==> src/rtl/bitstream_pkg.sv <==
// Shared types and constants for the bitstream arbiter: source indices,
// arbiter state encoding, beat record and the value-masking helper.
package bitstream_pkg;

    localparam int NUM_SRC_DEFAULT = 3;
    localparam int SRC_FRAME_HDR   = 0;
    localparam int SRC_PIC_HDR     = 1;
    localparam int SRC_SLICE       = 2;

    localparam logic [63:0] MAX_SIZE = 64'd64;

    typedef enum logic [0:0] {
        ST_IDLE   = 1'b0,
        ST_LOCKED = 1'b1
    } arb_state_e;

    typedef struct packed {
        logic [63:0] val;
        logic [63:0] size;
        logic        flush;
        logic        last;
    } beat_t;

    // Clear every value bit at or above the beat size.
    function automatic logic [63:0] mask_val(input logic [63:0] v, input logic [63:0] size);
        logic [63:0] m;
        if (size >= MAX_SIZE) begin
            m = {64{1'b1}};
        end else begin
            m = (64'd1 << size[5:0]) - 64'd1;
        end
        return v & m;
    endfunction

endpackage

==> src/rtl/rr_picker.sv <==
// Combinational round-robin selector: one-hot pick of the first asserted
// request at or after the pointer, wrapping at N.
module rr_picker #(
    parameter int N     = 3,
    parameter int PTR_W = 2
) (
    input  logic [N-1:0]     req_i,
    input  logic [PTR_W-1:0] ptr_i,
    output logic [N-1:0]     pick_o
);

    logic [2*N-1:0] dbl_s;
    logic [N-1:0]   rot_s;
    logic [N-1:0]   hot_s;
    logic [2*N-1:0] back_s;
    logic           found_s;

    // Rotate so the pointer is bit 0, take the lowest set bit, rotate back.
    always_comb begin
        dbl_s   = {req_i, req_i} >> ptr_i;
        rot_s   = dbl_s[N-1:0];
        hot_s   = '0;
        found_s = 1'b0;
        for (int k = 0; k < N; k++) begin
            if (!found_s && rot_s[k]) begin
                hot_s[k] = 1'b1;
                found_s  = 1'b1;
            end else begin
                hot_s[k] = hot_s[k];
            end
        end
        back_s = {{N{1'b0}}, hot_s} << ptr_i;
        pick_o = back_s[N-1:0] | back_s[2*N-1:N];
    end

endmodule

==> src/rtl/bitstream_arbiter.sv <==
// Locks one header/slice source at a time onto the bit packer, forwards its
// beats through one output register and tracks the flush-aligned bit count.
module bitstream_arbiter
    import bitstream_pkg::*;
#(
    parameter int NUM_SRC = NUM_SRC_DEFAULT,
    parameter int CNT_W   = 32
) (
    input  logic                     clock,
    input  logic                     reset,
    input  logic [NUM_SRC-1:0]       req_valid,
    input  logic [NUM_SRC-1:0][63:0] req_val,
    input  logic [NUM_SRC-1:0][63:0] req_size,
    input  logic [NUM_SRC-1:0]       req_flush,
    input  logic [NUM_SRC-1:0]       req_last,
    output logic [NUM_SRC-1:0]       req_ready,
    input  logic                     out_ready,
    output logic                     output_enable,
    output logic [63:0]              val,
    output logic [63:0]              size_of_bit,
    output logic                     flush_bit,
    output logic [CNT_W-1:0]         bit_count,
    output logic [NUM_SRC-1:0]       grant,
    output logic                     size_err
);

    localparam int PTR_W = (NUM_SRC > 1) ? $clog2(NUM_SRC) : 1;

    arb_state_e         state_q, state_d;
    logic [NUM_SRC-1:0] grant_q, grant_d;
    logic [PTR_W-1:0]   rr_ptr_q, rr_ptr_d;
    logic               oe_q, oe_d;
    logic [63:0]        val_q, val_d;
    logic [63:0]        size_q, size_d;
    logic               flush_q, flush_d;
    logic [CNT_W-1:0]   cnt_q, cnt_d;
    logic               err_q, err_d;

    logic [NUM_SRC-1:0] pick_s;
    logic [NUM_SRC-1:0] elig_s;
    logic               accept_s;
    logic               size_ok_s;
    beat_t              sel_s;
    logic [PTR_W-1:0]   sel_idx_s;
    logic [PTR_W-1:0]   next_ptr_s;
    logic [CNT_W-1:0]   sum_s;

    rr_picker #(
        .N     (NUM_SRC),
        .PTR_W (PTR_W)
    ) u_rr_picker (
        .req_i  (req_valid),
        .ptr_i  (rr_ptr_q),
        .pick_o (pick_s)
    );

    // Eligibility, handshake and the beat of the eligible source.
    always_comb begin
        elig_s    = (state_q == ST_LOCKED) ? grant_q : pick_s;
        req_ready = (!reset && (!oe_q || out_ready)) ? elig_s : '0;
        accept_s  = |(req_valid & req_ready);
        sel_s     = '0;
        sel_idx_s = '0;
        for (int i = 0; i < NUM_SRC; i++) begin
            if (elig_s[i]) begin
                sel_s.val   = req_val[i];
                sel_s.size  = req_size[i];
                sel_s.flush = req_flush[i];
                sel_s.last  = req_last[i];
                sel_idx_s   = PTR_W'(i);
            end else begin
                sel_idx_s   = sel_idx_s;
            end
        end
        size_ok_s  = (sel_s.size <= MAX_SIZE);
        next_ptr_s = (sel_idx_s == PTR_W'(NUM_SRC - 1)) ? '0 : sel_idx_s + PTR_W'(1);
        sum_s      = cnt_q + CNT_W'(sel_s.size);
    end

    // Lock FSM: a last beat releases the lock and advances the pointer.
    always_comb begin
        state_d  = state_q;
        grant_d  = grant_q;
        rr_ptr_d = rr_ptr_q;
        case (state_q)
            ST_IDLE: begin
                if (accept_s && !sel_s.last) begin
                    state_d = ST_LOCKED;
                    grant_d = elig_s;
                end else if (accept_s) begin
                    rr_ptr_d = next_ptr_s;
                end else begin
                    state_d = ST_IDLE;
                end
            end
            ST_LOCKED: begin
                if (accept_s && sel_s.last) begin
                    state_d  = ST_IDLE;
                    grant_d  = '0;
                    rr_ptr_d = next_ptr_s;
                end else begin
                    state_d = ST_LOCKED;
                end
            end
            default: begin
                state_d = ST_IDLE;
                grant_d = '0;
            end
        endcase
    end

    // Output register, bit counter and oversize flag next-state.
    always_comb begin
        oe_d    = oe_q;
        val_d   = val_q;
        size_d  = size_q;
        flush_d = flush_q;
        cnt_d   = cnt_q;
        err_d   = err_q | (accept_s && !size_ok_s);
        if (accept_s && size_ok_s) begin
            oe_d    = 1'b1;
            val_d   = mask_val(sel_s.val, sel_s.size);
            size_d  = sel_s.size;
            flush_d = sel_s.flush;
            cnt_d   = sel_s.flush ? ((sum_s + CNT_W'(7)) & ~CNT_W'(7)) : sum_s;
        end else if (out_ready) begin
            oe_d = 1'b0;
        end else begin
            oe_d = oe_q;
        end
    end

    // State and output registers with synchronous reset.
    always_ff @(posedge clock) begin
        if (reset) begin
            state_q  <= ST_IDLE;
            grant_q  <= '0;
            rr_ptr_q <= '0;
            oe_q     <= 1'b0;
            val_q    <= 64'd0;
            size_q   <= 64'd0;
            flush_q  <= 1'b0;
            cnt_q    <= '0;
            err_q    <= 1'b0;
        end else begin
            state_q  <= state_d;
            grant_q  <= grant_d;
            rr_ptr_q <= rr_ptr_d;
            oe_q     <= oe_d;
            val_q    <= val_d;
            size_q   <= size_d;
            flush_q  <= flush_d;
            cnt_q    <= cnt_d;
            err_q    <= err_d;
        end
    end

    assign output_enable = oe_q;
    assign val           = val_q;
    assign size_of_bit   = size_q;
    assign flush_bit     = flush_q;
    assign bit_count     = cnt_q;
    assign grant         = grant_q;
    assign size_err      = err_q;

endmodule

==> config.mk <==
export PLATFORM = sky130hd
export DESIGN_NAME = bitstream_arbiter
export DESIGN_NICKNAME = d
export VERILOG_FILES = /design/src/rtl/bitstream_pkg.sv /design/src/rtl/rr_picker.sv /design/src/rtl/bitstream_arbiter.sv
export SDC_FILE = /design/constraint.sdc
export NUM_CORES = 1
export LEC_CHECK = 0
export BUFFER_PORTS_ARGS = -buffer_cell sky130_fd_sc_hd__buf_2
export CAP_MARGIN = 5
export CORE_AREA = 4 4 217 219
export DETAILED_ROUTE_END_ITERATION = 8
export DIE_AREA = 0 0 221 223
export GPL_TIMING_DRIVEN = 0
export SKIP_LAST_GASP = 1
export SYNTH_ARGS = -nofsm -noshare
export SYNTH_HDL_FRONTEND = slang
export SYNTH_HIERARCHICAL = 1
export SYNTH_SLANG_ARGS = --single-unit
==> constraint.sdc <==
create_clock -name clock -period 7.1 [get_ports clock]
set_input_delay 0 -clock clock [delete_from_list [all_inputs] [get_ports clock]]
set_output_delay 0 -clock clock [all_outputs]
set_load 0.005 [all_outputs]
After elaboration in Yosys (flattened, before gate mapping)
Index checks and enable logic that the tools add are counted.
- word-level logic and storage cells: 73
- output and inout port bits: 169
- bits of input ports: 396
- bits in registers: 169
- order comparisons: 2
- add/sub/neg operators: 4
- equality and inequality tests: 5
- reduce and logical (&&, ||, !) cells: 18
- shift operators: 3
- multiplexer cells: 27
- bitwise logic cells: 5
- operators by type and width (kind ; count):
    $mux 130 ; 3
    $mux 64 ; 2
    $and 64x64->64 ; 1
    $ge 64x7->1 const B ; 1
    $le 64x7->1 const B ; 1
    $shl 1x6->64 const A ; 1
    $sub 64x1->64 const B ; 1
    $add 32x3->32 const B ; 1
    $add 32x32->32 ; 1
    $mux 32 ; 1
    $mux 3 ; 4
    $mux 2 ; 5
    $mux 1 ; 9
    $logic_and 1x1->1 ; 7
    $logic_not 1->1 ; 6
    $ne 2x2->1 const B ; 3
    $pmux 3 s2 ; 1
    $shl 3x2->6 ; 1
    $shr 6x2->3 ; 1
    $pmux 2 s2 ; 1
    $and 3x3->3 ; 1
    $or 3x3->3 ; 1
    $reduce_and 3->1 ; 1
    $reduce_or 3->1 ; 1
    other kinds (9) ; 9

Longest topological paths before layout
- depth in word-level cells: 19
- gate-level depth with buffers: 24
- gate-level depth less buffers: 20

By module
The synthesis kept the hierarchy.
- by module, submodules not included (module ; cells an instance ; instances ; sequential area each (µm²) ; area each (µm²)):
    bitstream_arbiter ; 1574 ; 1 ; 3383.2 ; 11867.6
    rr_picker ; 11 ; 1 ; 0.0 ; 68.8

Worst setup path before layout
Ideal clock, no wire load.
- path type: reg2reg
- start: register rr_ptr_q[1]
- end: register cnt_q[31] (netlist: bit_count[31])
- stages on the path, launching flop included: 25
- arrival time: 5.399 ns
- required time: 6.977 ns
- path slack: 1.577 ns
- buffers on the path: 5
- library setup time: 0.123 ns
- period minus slack after synthesis: 5.523 ns
- cells stage by stage: dfxtp_1 -> nand2b_1 -> a21oi_1 -> o21a_1 -> buf_2 -> mux2i_1 -> buf_4 -> nor2_1 -> a31o_2 -> inv_1 -> clkbuf_1 -> clkbuf_1 -> ha_1 -> clkbuf_1 -> and4_1 -> a221oi_2 -> nor2_1 -> a211oi_1 -> xnor2_1 -> nand4b_1 -> nor2_1 -> nand4_2 -> nor4_2 -> mux2i_1 -> mux2_1
- RTL lines (what ; RTL line ; text):
    start: declaration ; bitstream_arbiter.sv:31 ; logic [PTR_W-1:0] rr_ptr_q, rr_ptr_d;
    start signal: assignment ; bitstream_arbiter.sv:148 ; rr_ptr_q <= rr_ptr_d;
    end signal: assignment ; bitstream_arbiter.sv:153 ; cnt_q <= cnt_d;
    end: declaration ; bitstream_arbiter.sv:36 ; logic [CNT_W-1:0] cnt_q, cnt_d;

==> flow_summary_export.csv <==
group,metric,value,unit
worst_setup_path,crit_type,"flop to flop",
timing,slew_viol_final,0,
yosys,async_reset_ff_share,0,%
power,powerDensity,180,nW/um^2
worst_setup_path,cp_max_fo,14,
yosys,yosys_warnings,6,
floorplanning,core_area,45100,um^2
timing,fin_crit,6.91,ns
floorplanning,fp-row-count,78,
outcome,status,"finished, final reports clean",
finish,area_growth,39.8,%
worst_setup_path,worst_setup_path_end_kind,"flop",
yosys,synthCells,1585,
worst_setup_path,cp_slowest_cell,"nor4_4",
finish,seq_area,3380,um^2
timing,relSlewSlack,19.5,%
yosys,synthTopCellsByArea,"dfxtp_1, nor2_1, a21oi_1",
worst_setup_path,cp.arrival,7.24,ns
worst_setup_path,path_cells,"nand2b_1 > a21oi_1 > o21a_1 > buf_2 > mux2i_2 > buf_4 > nor2_1 > a31o_2 > clkinvlp_4 > clkbuf_2 > ha_1 > clkbuf_1 > and4_1 > nand3_1 > nand4b_4 > a32oi_2 > xor2_1 > nand3_1 > nor4_4 > nand4_2 > nor4_1 > xor2_1 > a211oi_1",
yosys,synth_top_cell_by_area,"dfxtp_1",
timing,setup_viol,0,
worst_setup_path,crit_family,"simple AND/OR/NAND/NOR gates",
clock_tree,cts_buffers,17,
timing,clock_skew,0.0196,ns
hold_path,hold_class,"primary input to flop",
grt,antenna_found_initial,2,
yosys,synth_top_area_share,28.3,%
floorplanning,initial_utilization,26.5,%
clock_tree,cts_sinks,169,
finish,final_nets,2645,
clock_tree,clk_pin_slew,0.09,ns
grt,gr-usage-all-layers,26.5,%
power,ir_drop,0.173,mV
drt,wirelength,69.5,mm
finish,multi_input_area,7940,um^2
yosys,synth_ff_type,"dfxtp_1",
finish,drive_above_1_share,30.6,%
yosys,ys_types,91,
worst_setup_path,startpoint_type,"flop",
placement,place_congestion,1.01,
grt,gr-total-overflow,0,
clock_tree,cts-root-buf,"clkbuf_16",
grt,grt_pass1_vias,15300,
timing,finalSetupTns,0,ns
drt,vias,15800,
yosys,synth.avg_cell_area,7.53,um^2
power,power_leakage,0.00758,uW
yosys,yosysSeqAreaShare,28.3,%
timing,rsz0062_at_grt,"yes",
yosys,syn-num-nets,2013,
timing,fmax,145,MHz
drt,routed_via_density,5.57,
timing,tightest_slew,1.21,ns
worst_setup_path,timing.critical_path.buf_inv,5,
yosys,netlist_area,11900,um^2
drt,dr.pass1.iters,7,
placement,io_buffers,564,
floorplanning,die_x,221,um
clock_tree,worst_skew_pair.late_latency,0.47,ns
worst_setup_path,cpPeakStageDelay,0.67,ns
drt,drt_iter0_markers,1529,
finish,final_util,37.0,%
worst_setup_path,required,7.42,ns
placement,dp_hpwl,56.1,mm
timing,hold_violations,0,
timing,period_share,97.4,%
drt,wl_per_cell,24.6,um
drt,drtAntennaViolNets,0,
yosys,synth_seq_cells,169,
yosys,synth_edf_count,0,
grt,grt_max_degree,22,
clock_tree,cts_tree,"yes",
floorplanning,dieArea,49300,um^2
timing,hold_slack,0.0186,ns
drt,drc,0,
run,drv_cap,0,
floorplanning,die_y,223,um
clock_tree,htree_levels,4,
floorplanning,pin_count,565,
finish,nFillCells,4874,
clock_tree,clockBufferDepth,2,
grt,grt_pass1_wl,99.7,mm
## state kept, by name, summed over array words and instances, names as in the netlist, named ones only
| signal | count |
|---|---|
| size_of_bit | 64 |
| output_enable | 1 |
| grant | 3 |
| rr_ptr_q | 2 |
| bit_count | 32 |
| flush_bit | 1 |
| size_err | 1 |
| val | 64 |
## Yosys cell counts (8+ instances only)
cell type,n
o211ai_1,19
mux2i_1,12
dfxtp_1,169
nand2_1,157
nor4_1,35
a2111oi_0,12
a31o_2,11
a211oi_1,26
xor2_1,22
or4_1,8
nand4_1,20
and3_1,66
or3_1,8
nor2_1,224
inv_1,16
buf_2,22
xnor2_1,33
and2_1,13
a221oi_1,52
a21o_1,17
clkbuf_1,87
a2111oi_2,10
ha_1,32
nand3_1,62
a21oi_1,121
o21ai_0,62
o2111ai_1,23
nand2b_1,11
a221o_1,26
o31ai_1,8
nor3_1,33
a31oi_1,31
## final cells by class
cell class	instances	share of cell area [%]
Antenna cell	2	0.0300
Buffer	122	3.27
Clock buffer	17	2.55
Clock inverter	15	1.29
Inverter	18	0.427
Multi-Input combinational cell	1272	47.6
Sequential cell	169	20.3
Tap cell	600	4.50
Timing Repair Buffer	617	20.1
## worst paths after layout
check                                  start             to  slack, ns  cells past startpoint
worst max-delay path             rr_ptr_q[0]  bit_count[25]       0.19                     23
worst min-delay path            req_val[188]        val[60]       0.02                      3
worst max register to register   rr_ptr_q[0]  bit_count[25]       0.19                     23
worst min register to register       val[39]        val[39]       0.45                      2
## stage by stage
stage               worst slack [ns]  instances  power [uW]  cell area, um^2
finish                         0.186       2832        3010            16700
global route                 -0.0758       2831        3120            16700
CTS                           0.0873       2833        2990            16700
detailed placement            -0.309       2749        1950            15500
global placement              -0.243       2749        1950            15500
floorplan                       1.58       1585        1540            11900
## per-layer routing
layer  global-route usage (%)  share of wire [%]  up-vias  wire length (um)
li1                         -                  -     7275                 -
met1                     34.5                 42     7514             29000
met2                     43.1                 46      873             32100
met3                     5.97                8.6      122              6010
met4                     9.58                3.4        0              2350
met5                        0                  0        -                 0
## cells by family (layout without fill, tap and decap cells)
group | Yosys count | count (layout) | synth area share (%)
AND/OR/NAND/NOR | 672 | 672 | 27.3
AO/OA/AOI/OAI | 496 | 496 | 30.2
flip-flops | 169 | 169 | 28.3
buffers and inverters | 144 | 789 | 5.23
XOR/XNOR | 55 | 55 | 4.04
adder cells (fa/ha/maj) | 32 | 32 | 3.35
multiplexers | 17 | 17 | 1.54
other | 0 | 2 | 0
## worst reg2reg max path: stages, from the launching register on
cell and delay, ns:
dfxtp_1 0.42, nand2b_1 0.11, a21oi_1 0.16, o21a_1 0.12, buf_2 0.21, mux2i_2 0.17, buf_4 0.24, nor2_1 0.20
a31o_2 0.38, clkinvlp_4 0.40, clkbuf_2 0.38, ha_1 0.36, clkbuf_1 0.34, and4_1 0.32, nand3_1 0.10, nand4b_4 0.25
a32oi_2 0.33, xor2_1 0.34, nand3_1 0.30, nor4_4 0.67, nand4_2 0.26, nor4_1 0.40, xor2_1 0.22, a211oi_1 0.10
## placed cells by master, fill, tap and decap left out, types with 7 or more instances in the layout
cell	n
nor2_1	224
a211oi_1	25
and3_1	66
buf_4	7
nor4_1	35
o2111ai_1	23
a2111oi_0	12
and2_1	13
ha_1	32
clkinv_8	8
dlygate4sd3_1	53
o31ai_1	8
clkbuf_1	81
o22ai_1	7
nor3_1	33
a31o_2	11
xnor2_1	33
nand4_1	20
dfxtp_1	169
or4_1	8
buf_2	586
a221o_1	26
nand2b_1	11
nand3_1	62
a31oi_1	31
o41ai_1	7
inv_1	15
o211ai_1	19
o21ai_0	62
or3_1	8
mux2i_1	10
a221oi_1	52
a2111oi_2	10
a21oi_1	121
nand2_1	157
clkbuf_16	17
a21o_1	17
xor2_1	22
## repair_timing
item | CTS | global route
endpoints found under the setup margin | 3 | 11
setup buffers | 0 | 0
hold buffers | 53 | 0
pin swaps | 0 | 0
gates cloned | 0 | 0
resized for setup | 3 | 5
hold endpoints to repair | 48 | 0
## report_power, final
group	switching, uW	total [uW]	internal [uW]
logic	683	1030	349
registers	2.67	952	949
clock network	536	1030	490
total	1220	3010	1790
Note: power is estimated with default switching activity, not from simulation.
